$ cat src/rtl/fetch_unit.sv
// fetch_unit: PC generation and fetch control ahead of a synchronous instruction memory.
// Issues one read per cycle, buffers returned words in a 2-entry FIFO (with a
// bypass path when empty), and hands {pc, instr} to decode over valid/ready.
// Execute redirects flush all buffered and in-flight words and restart at the target.
//
// Ports:
//   clk             clock, all state updates on rising edge
//   rst             synchronous active-low reset
//   redirect_valid  execute requests a redirect this cycle
//   redirect_pc     redirect target byte address (low two bits dropped)
//   imem_pc         read address to instruction memory (combinational)
//   imem_data       memory read data for the address sampled at the previous edge
//   if_valid        {if_pc, if_instr} valid to decode
//   if_ready        decode accepts
//   if_pc           PC of presented instruction
//   if_instr        presented instruction word
//   fetch_misalign  one-cycle pulse after a redirect whose target was unaligned
module fetch_unit #(
   parameter logic [31:0] RESET_PC = 32'h0000_0000
) (
   input  logic        clk,
   input  logic        rst,
   input  logic        redirect_valid,
   input  logic [31:0] redirect_pc,
   output logic [31:0] imem_pc,
   input  logic [31:0] imem_data,
   output logic        if_valid,
   input  logic        if_ready,
   output logic [31:0] if_pc,
   output logic [31:0] if_instr,
   output logic        fetch_misalign
);

   localparam int unsigned XLEN  = 32;
   localparam int unsigned DEPTH = 2;
   localparam int unsigned CNT_W = 2;

   typedef struct packed {
      logic [XLEN-1:0] pc;
      logic [XLEN-1:0] instr;
   } fetch_entry_t;

   // Architectural state
   logic [XLEN-1:0]  pc_q;
   logic             req_valid_q;
   logic [XLEN-1:0]  req_pc_q;
   fetch_entry_t     fifo_q [DEPTH];
   logic             head_q;
   logic             tail_q;
   logic [CNT_W-1:0] count_q;
   logic             misalign_q;

   // Combinational helpers
   logic [XLEN-1:0]  tgt;
   logic             fifo_empty;
   logic             pop;
   logic             push;
   logic             head_adv;
   logic [CNT_W-1:0] occ_after;
   logic             issue;

   // Redirect target with the byte offset dropped
   assign tgt = {redirect_pc[XLEN-1:2], 2'b00};

   // Memory address: reset PC while in reset, redirect target takes priority otherwise
   always_comb begin
      imem_pc = pc_q;
      if (!rst) begin
         imem_pc = RESET_PC;
      end else if (redirect_valid) begin
         imem_pc = tgt;
      end
   end

   // Output select: FIFO head when buffered, otherwise bypass the returning read
   always_comb begin
      fifo_empty = (count_q == CNT_W'(0));
      if_valid   = !fifo_empty || req_valid_q;
      if_pc      = req_pc_q;
      if_instr   = imem_data;
      if (!fifo_empty) begin
         if_pc    = fifo_q[head_q].pc;
         if_instr = fifo_q[head_q].instr;
      end
   end

   // Handshake and flow control; a handshake coinciding with a redirect is void
   always_comb begin
      pop       = if_valid && if_ready && !redirect_valid;
      // Returning word is consumed directly only when it was the one presented
      push      = req_valid_q && !(fifo_empty && pop);
      head_adv  = pop && !fifo_empty;
      // Occupancy (buffered + in flight) after this cycle's pop; never below zero
      // because pop implies at least one word is present
      occ_after = count_q + CNT_W'(req_valid_q) - CNT_W'(pop);
      issue     = (occ_after < CNT_W'(DEPTH));
   end

   // Control state: PC, in-flight read tag, FIFO pointers and count
   always_ff @(posedge clk) begin
      if (!rst) begin
         pc_q        <= RESET_PC;
         req_valid_q <= 1'b0;
         req_pc_q    <= RESET_PC;
         head_q      <= 1'b0;
         tail_q      <= 1'b0;
         count_q     <= '0;
         misalign_q  <= 1'b0;
      end else begin
         misalign_q <= redirect_valid && (redirect_pc[1:0] != 2'b00);
         if (redirect_valid) begin
            // Flush buffered and in-flight words; target read issues unconditionally
            head_q      <= 1'b0;
            tail_q      <= 1'b0;
            count_q     <= '0;
            req_valid_q <= 1'b1;
            req_pc_q    <= tgt;
            pc_q        <= tgt + XLEN'(4);
         end else begin
            if (push) begin
               tail_q <= ~tail_q;
            end
            if (head_adv) begin
               head_q <= ~head_q;
            end
            count_q <= count_q + CNT_W'(push) - CNT_W'(head_adv);
            if (issue) begin
               req_valid_q <= 1'b1;
               req_pc_q    <= pc_q;
               pc_q        <= pc_q + XLEN'(4);
            end else begin
               // Memory still reads pc_q this cycle; the result is dropped
               req_valid_q <= 1'b0;
            end
         end
      end
   end

   // FIFO storage; contents are meaningful only below count_q, so no reset needed
   always_ff @(posedge clk) begin
      if (rst && !redirect_valid && push) begin
         fifo_q[tail_q] <= '{pc: req_pc_q, instr: imem_data};
      end
   end

   assign fetch_misalign = misalign_q;

endmodule

$ cat config.mk
export PLATFORM = sky130hd
export DESIGN_NAME = fetch_unit
export DESIGN_NICKNAME = d
export VERILOG_FILES = /design/src/rtl/fetch_unit.sv
export SDC_FILE = /design/constraint.sdc
export NUM_CORES = 1
export LEC_CHECK = 0
export CAP_MARGIN = 20
export CORE_UTILIZATION = 40
export DETAILED_ROUTE_END_ITERATION = 16
export PLACE_DENSITY = 0.62
export SYNTH_ARGS = -nofsm -noshare
export SYNTH_HDL_FRONTEND = slang
export SYNTH_SLANG_ARGS = --single-unit
$ cat constraint.sdc
create_clock -name clk -period 7.7 [get_ports clk]
set_input_delay 0.77 -clock clk [delete_from_list [all_inputs] [get_ports clk]]
set_output_delay 0.77 -clock clk [all_outputs]
set_load 0.02 [all_outputs]
; ---- Word level (Yosys, flattened, before mapping)
; Memory sizes are Yosys's and may differ from the RTL's. A register that Yosys moved wholly into a read port is not among the register bits.
; Index checks and enable logic that the tools add are counted.
[totals]
n_memories = 1
register_bits = 70
in_bits = 68
wordCells = 49
mem_bits_rw = 128
output_inout_bits = 98
[op_classes]
add_sub_neg = 6
muxes = 14
magnitude_cmp = 1
reduce_logical = 16
bitwise = 3
[memory_table]
columns = memory, words, word_bits, read_ports, rd_ports_with_merged_regs, write_ports, line
row1 = fifo_q, 2, 64, 1, 1, 1, 47  ; fetch_entry_t fifo_q [DEPTH];
[ops]
columns = cell, n
row1 = $mux 32, 8
row2 = $add 32x3->32 const B, 2
row3 = $logic_and 1x1->1, 8
row4 = $mux 1, 6
row5 = $add 2x1->2, 2
row6 = $reduce_bool 2->1, 2
row7 = $sub 2x1->2, 2
row8 = $logic_not 1->1, 3
row9 = $not 1->1, 3
row10 = $logic_not 2->1, 1
row11 = $lt 2x2->1 const B, 1
row12 = $reduce_or 2->1, 1
row13 = $logic_or 1x1->1, 1

; ---- Logic depth before layout (Yosys ltp)
; Gate-level depths: netlist (run 1).
[logic_depth]
depth_word = 11
mapped_depth = 15
depth_no_buf = 9

; ---- Worst setup path after synthesis (run 1)
; Ideal clock, no wire load.
[synth_timing]
path_kind = input port to flip-flop
startpoint = in redirect_valid
endpoint = mem fifo_q[0][0] (netlist name) (enable)
path_slack_ns = 1.108
required_time_ns = 7.142
arrival_time_ns = 6.034
stages = 7
n_path_buf = 4
setup_ns = 0.558
path_cell_list = buf_4 clkbuf_8 buf_2 clkinv_1 clkbuf_1 nand2_1 nor3_1
[synth_via]
elab_chain_cells = 8
word_cells_on_any_way = 9
cone_classes = mux: 2 / reduce/logical: 7
[synth_rtl]
columns = element, line
row1 = "start, declared", 23  ; input logic redirect_valid,
row2 = $logic_not 1->1 (*), "89, 141"
row3 = $logic_and 1x1->1, 89  ; pop = if_valid && if_ready && !redirect_valid;
row4 = $logic_and 1x1->1, 91  ; push = req_valid_q && !(fifo_empty && pop);
row5 = $logic_not 1->1, 91
row6 = $logic_and 1x1->1, 91
row7 = $logic_and 1x1->1 (*), 141  ; if (rst && !redirect_valid && push) begin
row8 = $mux 1 (*), 141
row9 = $mux 1 (not written as such) (*), 142  ; fifo_q[tail_q] <= '{pc: req_pc_q, instr: imem_data};
row10 = "end, declared", 47
; Every way passes the cells marked *; elsewhere a longest branch is shown, timed or not.

; ---- Worst setup path after layout (run 1)
[layout_timing]
startpoint = in redirect_valid
endpoint = out imem_pc[7]
[layout_via]
elab_chain_cells = 2
[layout_rtl]
columns = element, line
row1 = $mux 32, 70  ; end else if (redirect_valid) begin
row2 = $mux 32, 68  ; if (!rst) begin
row3 = "end, declared", 25  ; output logic [31:0] imem_pc,
; No other way between the ends.

==> qor.csv, run 1 <==
metric,value,unit
synth_ff_type,edfxtp_1,
path_clk_slew,70,ps
cts.path.max_buffers,2,
maxSlewViolCount,0,
ir_drop,165.6,uV
min_period,4042,ps
dp_hpwl,14030,um
antenna_found_initial,0,
hold_path_class,flip-flop to flip-flop,
worstMarginPinSlew,896.5,ps
grt_setup_unrepaired,no,
status,"finished, final reports clean",
cp-end-kind,primary output,
synth_edf_count,124,
fill_cells,2098,
powerDensity,213.0,mW/mm2
max_freq,247.4,MHz
worstPathMaxFanout,51,
power.leakage,0.004049,uW
drt_iter0_drc,490,
crit_type,input port to primary output,
ys_seq_area_share,54.67,%
start_util,40.80,%
drv_cap,0,
clk_latency,430,ps
synth_async_sr_flop_share,0,%
wirelength,21580,um
synth_cell_types,67,
hold_violations,0,
startpoint_type,input port,
ios,166,
numClockSinks,191,
grt_max_degree,91,
syn_inst,857,
grt_pass1_vias,6541,
critical_path_arrival,3270,ps
n_antenna_cell,0,
tns,0,ps
cts_buffers,17,
cts_hold_repair.buffers,0,
h-tree-depth,4,
layout_setup_ws,3658,ps
place_congestion,0.8364,
via_count,6842,
synth-seq-cells,191,
wl_per_cell,16.71,um
grt_usage,18.62,%
dieArea,0.02378,mm2
core_area,0.02271,mm2
yosysWarningCount,0,
cts_tree,built,
crit_required,6930,ps
route.detailed.drc,0,
syn_avg_cell_area,10.81,um2
areaGrowthSynthToFinish,25.25,%
synth_area,0.009265,mm2
num-nets-final,1065,
relSlewSlack,40.23,%
portBuffers,161,
antenna_left,0,
grt_pass1_wl,34780,um
clock_tree.root_cell,clkbuf_16,
die_w,154.2,um
firstDrtPassIters,5,
synth_area_leader_cell,edfxtp_1,
core.rowCount,55,
drive_above_1_share,6.958,%
hold_ws,482.0,ps
vias_per_cell,5.300,
synth_commonest_cells,"124 x edfxtp_1, 124 x nor2_1, 92 x mux2i_1, 85 x a21oi_1",
total_power,2472,uW
grt_overflow,0,
die_y,154.2,um
setup_viol,0,
finalCritPeriodShare,52.49,%
place_ws,3285,ps
synthTopCellsByArea,"edfxtp_1 40%, dfxtp_1 14%, mux2i_1 9.9%, nor2_1 5.0%, a21oi_1 4.6%",
cts_setup_buffers,0,
cts_resized,0,
clock_skew,14.73,ps
synth_top_area_share,40.19,%
-- state kept, by name (all words and copies together) (netlist names), named ones only --
name	cells
count_q	2
fifo_q	124
pc_q	30
req_pc_q	30
req_valid_q	1
head_q	1
fetch_misalign	1
tail_q	1
-- worst max-delay path, cell delays in order --
cell and delay, ps:
buf_2 670, buf_4 580, mux2i_1 590, nor2_1 80
clkdlybuf4s50_1 560
-- metrics by stage --
stage               cell area [um2]  utilization [%]  std cells
floorplan                      9276                -        860
finish                        11600            51.10       1291
detailed placement            11010            48.50       1258
CTS                           11580            50.98       1290
global placement              11010            48.50       1258
global route                  11600            51.10       1291
-- layer usage --
layer	wire length, um	GRT usage [%]	part of all wire (%)
met2	9668	28.79	45
met5	0	0	0
met3	938	3.362	4.3
met4	169	4.952	0.78
met1	10800	26.80	50
-- cells by family after synthesis --
kind of cell	share of synthesized area, %
simple gates	15.80
xor+xnor	2.539
compound gates	12.07
flops	54.67
fa+ha+maj	0.5402
mux	10.06
other cells	0.04047
buf+inv	4.281
-- layout by cell type, fill, tap and decap left out, drive strengths merged, types with 3 or more instances in the layout --
master         instances
o211a                  4
clkdlybuf4s50        160
nand3                 35
a222oi                 3
nand4b                 5
o21a                  10
xnor2                 17
clkinv                 6
nand2                 67
dfxtp                 67
a211oi                21
ha                     4
a31oi                  3
nor3                   8
o211ai                10
or4                   10
o21ai                  3
xor2                   9
conb                   4
buf                   16
edfxtp               124
and3                   8
nand3b                15
or3                    3
a21oi                 85
nor2                 125
clkbuf                18
nand4                 13
inv                   16
a211o                  3
a311oi                 3
clkinvlp               3
a22oi                  7
mux2i                 92
nand2b                 5
-- where the power goes --
group | leakage (uW) | switching [uW] | internal (uW)
sequential | 0.00169 | 36.5 | 1140
clock | 0.000269 | 407 | 434
combinational | 0.00209 | 257 | 202
total | 0.00405 | 700 | 1770
-- final cells by class --
cell class,instances,area [um2],share of cell area (%)
Clock inverter,14,125.1,1.078
Timing Repair Buffer,176,1739,14.99
Clock buffer,18,439.2,3.784
Sequential cell,191,5069,43.68
Tap cell,285,356.6,3.073
Inverter,11,41.29,0.3558
Multi-Input combinational cell,596,3835,33.05
-- worst paths after layout --
path | start | to | slack, ps | depth (start not counted)
min | pc_q[7] | pc_q[7] | 480 | 2
max | redirect_valid | imem_pc[7] | 3660 | 5
max reg2reg | count_q[1] | pc_q[27] | 4630 | 9
min reg2reg | pc_q[7] | pc_q[7] | 480 | 2
(Power assumes the default switching activity.)
==> run 2, diff against run 1 <==
Settings changed: PLACE_DENSITY 0.62 to 0.64.
Clock period 7.7 ns to 3.5 ns, I/O delays scaled along.
==> run 2 against run 1 <==
Effect of this change:
- setup slack worse by 3000 ps
- largest cell class unchanged
- clock skew hardly changed
- highest routed layer unchanged
- critical path depth stayed put
- count of clock-buffer cells in the layout is 1 lower
- critical path type is now flip-flop to primary output
- combinational power is 120% higher
- largest power group unchanged
- sequential power is 120% higher
- critical endpoint is now if_pc[12]
- utilization is 0.63 points higher
- flip-flop and latch count stayed put
- register-to-register slack worse by 3900 ps
==> qor.csv, run 2 (synthesized netlist as in run 1, its figures left out) <==
metric,value,unit,change
status,"finished, final reports clean",,unchanged
top_register,fifo_q,,unchanged
cts.path.max_buffers,2,,unchanged
clk_latency,430,ps,about the same
grt_setup_unrepaired,no,,unchanged
relSlewSlack,35.07,%,was 40.23%
grt_max_degree,72,,was 91
grt_overflow,0,,unchanged
swShare,28.12,%,was 28.33%
num-nets-final,1072,,was 1065
power_frac_comb,18.7,%,was 18.6%
crit_required,3150,ps,was 6930 ps
largest_reg_flops,124,,unchanged
hold_path_class,input port to flip-flop,,was flip-flop to flip-flop
drt_iter0_drc,467,,was 490
dieArea,0.02378,mm2,unchanged
areaGrowthSynthToFinish,26.79,%,was 25.25%
clock_skew,14.28,ps,was 14.73 ps
core.rowCount,55,,unchanged
hold_ws,448.3,ps,was 482.0 ps
antenna_found_initial,0,,unchanged
dp_hpwl,14240,um,was 14030 um
powerDensity,470.1,mW/mm2,was 213.0 mW/mm2
cts_buffers,17,,unchanged
vias_per_cell,5.288,,was 5.300
cts_tree,built,,unchanged
numClockSinks,191,,unchanged
crit_type,flip-flop to primary output,,was input port to primary output
place_congestion,0.8179,,was 0.8364
hold_violations,0,,unchanged
place_ws,538.0,ps,was 3285 ps
top_regs,"fifo_q x124, pc_q x30, req_pc_q x30",,unchanged
path_clk_slew,80,ps,was 70 ps
via_count,6864,,was 6842
route.detailed.drc,0,,unchanged
cts_resized,0,,unchanged
cp-end-kind,primary output,,unchanged
core_area,0.02271,mm2,unchanged
finalCritPeriodShare,82.49,%,
layout_setup_ws,612.7,ps,was 3658 ps
power_frac_seq,46.8,%,was 47.4%
maxSlewViolCount,0,,unchanged
ir_drop,332.9,uV,was 165.6 uV
clkPwrFrac,34.5,%,was 34.0%
final_cell_mix,"160 x clkdlybuf4s50_1, 124 x nor2_1, 124 x edfxtp_1",,unchanged
antenna_left,0,,unchanged
setup_viol,0,,unchanged
portBuffers,161,,unchanged
max_freq,346.3,MHz,
layout_commonest_cell,clkdlybuf4s50_1,,unchanged
startpoint_type,flip-flop,,was input port
cts_hold_repair.buffers,0,,unchanged
wirelength,21530,um,was 21580 um
cts_setup_buffers,0,,unchanged
rrSetupSlack,760,ps,was 4630 ps
grt_pass1_wl,34270,um,was 34780 um
h-tree-depth,4,,unchanged
wl_per_cell,16.59,um,was 16.71 um
worstPathMaxFanout,48,,was 51
netSwitchingPower,1553,uW,was 700.4 uW
n_antenna_cell,0,,unchanged
firstDrtPassIters,6,,was 5
clock_tree.root_cell,clkbuf_16,,unchanged
tns,0,ps,unchanged
start_util,40.80,%,unchanged
die_w,154.2,um,unchanged
ios,166,,unchanged
worstMarginPinSlew,963.8,ps,was 896.5 ps
power.leakage,0.004121,uW,was 0.004049 uW
drv_cap,0,,unchanged
min_period,2887,ps,
grt_usage,18.25,%,was 18.62%
critical_path_arrival,2540,ps,was 3270 ps
p_int,3970,uW,was 1772 uW
die_y,154.2,um,unchanged
drive_above_1_share,7.502,%,was 6.958%
grt_pass1_vias,6322,,was 6541
run 2: layer usage:
| layer | wire length [um] | GRT usage [%] | vias to the layer above |
|---|---|---|---|
| met5 | 0 | 0 | - |
| met1 | 10870 | 26.81 | 3224 |
| met3 | 988 | 3.334 | 13 |
| li1 | - | - | 3427 |
| met2 | 9544 | 27.84 | 200 |
| met4 | 129 | 4.238 | 0 |
run 2: worst paths after layout:
path,endpoint,depth (start not counted),start
max reg2reg,pc_q[27],8,count_q[1]
min reg2reg,pc_q[2],2,pc_q[2]
max,if_pc[12],5,count_q[1]
min,req_pc_q[12],4,redirect_valid
run 2: worst max-delay path, cell delays in order, from the launching register on:
cell and delay, ps:
dfxtp_1 420, or2_4 470, buf_12 290, nor2_1 70
a21oi_1 210, clkdlybuf4s50_1 650
run 2: area by class of cell:
type | instances | area (um2)
fill | 2074 | 10960
sequential | 191 | 5069
multi-input combinational | 596 | 3847
timing repair buffer | 183 | 1859
clock buffer | 17 | 425.4
tap | 285 | 356.6
clock inverter | 15 | 148.9
inverter | 11 | 41.29
run 2: per-stage QoR:
step	total power [uW]	area, um2	cells	util [%]
floorplan	3194	9286	860	-
global placement	3657	11170	1266	49.20
detailed placement	3668	11170	1266	49.20
CTS	5577	11750	1298	51.73
global route	5751	11750	1298	51.73
finish	5523	11750	1298	51.73
run 2: power by group through the flow:
| stage | sequential [uW] | combinational [uW] | clock [uW] |
|---|---|---|---|
| 2_1_floorplan | 2600 | 590 | 0 |
| 3_3_place_gp | 2630 | 1030 | 0 |
| 3_5_place_dp | 2630 | 1040 | 0 |
| 4_1_cts | 2580 | 1040 | 1960 |
| 5_1_grt | 2590 | 1120 | 2040 |
| 6_report | 2580 | 1030 | 1910 |
==> run 3, diff against run 2 <==
Clock period 3.5 ns to 2.6 ns, I/O delays scaled along.
==> run 3 against run 2 <==
Effect of this change:
- flip-flop and latch count did not move
- via count grew 3.4%
- register-to-register slack worse by 690 ps
- utilization grew 2.9 points
- wire length up 6.0%
- final area up 5.7%
- clock skew decreased by 2.4 ps
- clock power up 38%
- non-clock buffer count up 46
- critical path type is now flip-flop to flip-flop
- largest cell class unchanged
- largest power group unchanged
==> qor.csv, run 3 (synthesized netlist as in run 1, its figures left out) <==
metric,value,unit,change
status,"finished, final reports clean",,unchanged
final_cell_mix,"136 x clkdlybuf4s50_1, 124 x nor2_1, 124 x edfxtp_1",,"was 160 x clkdlybuf4s50_1, 124 x nor2_1, 124 x edfxtp_1"
final_cells,1346,,was 1298
worstRegToRegCells,9,,was 8
cts.path.max_buffers,2,,unchanged
hold_path_class,input port to flip-flop,,unchanged
multi_input_area,0.003954,mm2,was 0.003847 mm2
via_count,7095,,was 6864
die_y,154.2,um,unchanged
power.leakage,0.004744,uW,was 0.004121 uW
route.detailed.drc,0,,unchanged
hold_depth,3,,was 4
seqCellArea,0.005069,mm2,unchanged
worstMarginPinSlew,458.7,ps,was 963.8 ps
crit_required,2970,ps,was 3150 ps
cts_hold_repair.buffers,0,,unchanged
core_area,0.02271,mm2,unchanged
drive_above_1_share,12.25,%,was 7.502%
cts_buffers,17,,unchanged
layout_commonest_cell,clkdlybuf4s50_1,,unchanged
drt_iter0_drc,409,,was 467
r2r-start,count_q[0],,was count_q[1]
h-tree-depth,4,,unchanged
place_congestion,0.8341,,was 0.8179
start_util,40.80,%,unchanged
placed_cell_area,0.01156,mm2,was 0.01117 mm2
min_period,2533,ps,
wirelength,22830,um,was 21530 um
hold_ws,410.6,ps,was 448.3 ps
antenna_left,0,,unchanged
top_regs,"fifo_q x124, pc_q x30, req_pc_q x30",,unchanged
critical_path_arrival,2910,ps,was 2540 ps
num-nets-final,1120,,was 1072
dp_hpwl,15140,um,was 14240 um
die_w,154.2,um,unchanged
finalCritPeriodShare,97.44,%,
finalInstanceArea,0.01242,mm2,was 0.01175 mm2
grt_usage,18.78,%,was 18.25%
n_antenna_cell,0,,unchanged
drv_cap,0,,unchanged
min_from,redirect_pc[0],,was redirect_valid
path_clk_slew,70,ps,was 80 ps
cts_tree,built,,unchanged
crit_type,flip-flop to flip-flop,,was flip-flop to primary output
critPathLaunch,count_q[0],,was count_q[1]
numClockSinks,191,,unchanged
clock_tree.root_cell,clkbuf_16,,unchanged
grt_setup_unrepaired,yes,,was no
grt_overflow,0,,unchanged
dieArea,0.02378,mm2,unchanged
largest_reg_flops,124,,unchanged
cp-end-kind,flip-flop,,was primary output
grt_pass1_vias,6593,,was 6322
areaGrowthSynthToFinish,34.02,%,was 26.79%
maxSlewViolCount,0,,unchanged
ir_drop,333.6,uV,was 332.9 uV
total_power,7655,uW,was 5523 uW
top_register,fifo_q,,unchanged
antenna_found_initial,0,,unchanged
firstDrtPassIters,5,,was 6
worstPathMaxFanout,9,,was 48
fill_cells,1991,,was 2074
grt_max_degree,58,,was 72
powerDensity,616.5,mW/mm2,was 470.1 mW/mm2
relSlewSlack,68.55,%,was 35.07%
clock_skew,11.84,ps,was 14.28 ps
clk_latency,430,ps,about the same
hold_violations,0,,unchanged
place_inst,1305,,was 1266
startpoint_type,flip-flop,,unchanged
grt_pass1_wl,35130,um,was 34270 um
setup_viol,0,,unchanged
ios,166,,unchanged
max_freq,394.7,MHz,
wl_per_cell,16.96,um,was 16.59 um
vias_per_cell,5.271,,was 5.288
core.rowCount,55,,unchanged
portBuffers,161,,unchanged
run 3: changes by cell type in the layout (fill, tap and decap cells not counted), sizes merged:
cell           previous run  this run
clkdlybuf4s50           160       136
clkinv                    6         5
inv                      18        13
dlymetal6s2s              0        24
buf                      23        66
nor2                    125       127
clkbuf                   17        26
run 3: what timing repair did:
| action | in CTS | in global routing |
|---|---|---|
| setup endpoints to repair | 1 | 91 |
| pin swaps | 0 | 6 |
| gates resized for setup | 0 | 35 |
| setup buffers | 0 | 5 |
| cloned | 0 | 4 |
run 3: final cells by class:
type	instances	share of cell area (%)
clock buffer	23	4.202
clock inverter	9	0.7356
inverter	11	0.4333
multi-input combinational	598	31.84
sequential	191	40.82
tap	285	2.872
timing repair buffer	229	19.10
run 3: critical path, cell delays in order, from the launching register on:
cell and delay, ps:
dfxtp_1 310, or3_1 390, and3_1 200, ha_2 280
nor2b_4 250, xor2_4 190, buf_12 150, nor2_4 70
or4_1 540, nand3_1 100
run 3: stage by stage:
step | util [%] | setup TNS (ps) | setup slack, ps
after floorplan | - | -34230 | -300.2
after global placement | 50.91 | 0 | 32.23
after detailed placement | 50.91 | -23.44 | -18.09
after CTS | 53.61 | -5.088 | -5.088
after global routing | 54.68 | -71.46 | -29.42
final | 54.68 | 0 | 66.63
run 3: final timing paths:
check | to | slack [ps]
setup / recovery | pc_q[22] | 70
hold / removal | fetch_misalign | 410
setup reg to reg | pc_q[22] | 70
hold reg to reg | fifo_q[0][54] | 480
run 3: where the power goes:
group          internal, uW  leakage, uW  switching, uW
Sequential             3370      0.00169            109
Clock                  1530     0.000298           1120
Combinational           711      0.00276            825
run 3: per-layer routing:
layer / track usage, % / part of all wire [%] / wire length, um / up-vias
li1: - / - / - / 3536
met1: 27.14 / 49 / 11230 / 3335
met2: 29.31 / 46 / 10410 / 205
met3: 2.858 / 4.3 / 975 / 19
met4: 5.048 / 0.95 / 218 / 0
met5: 0 / 0 / 0 / -
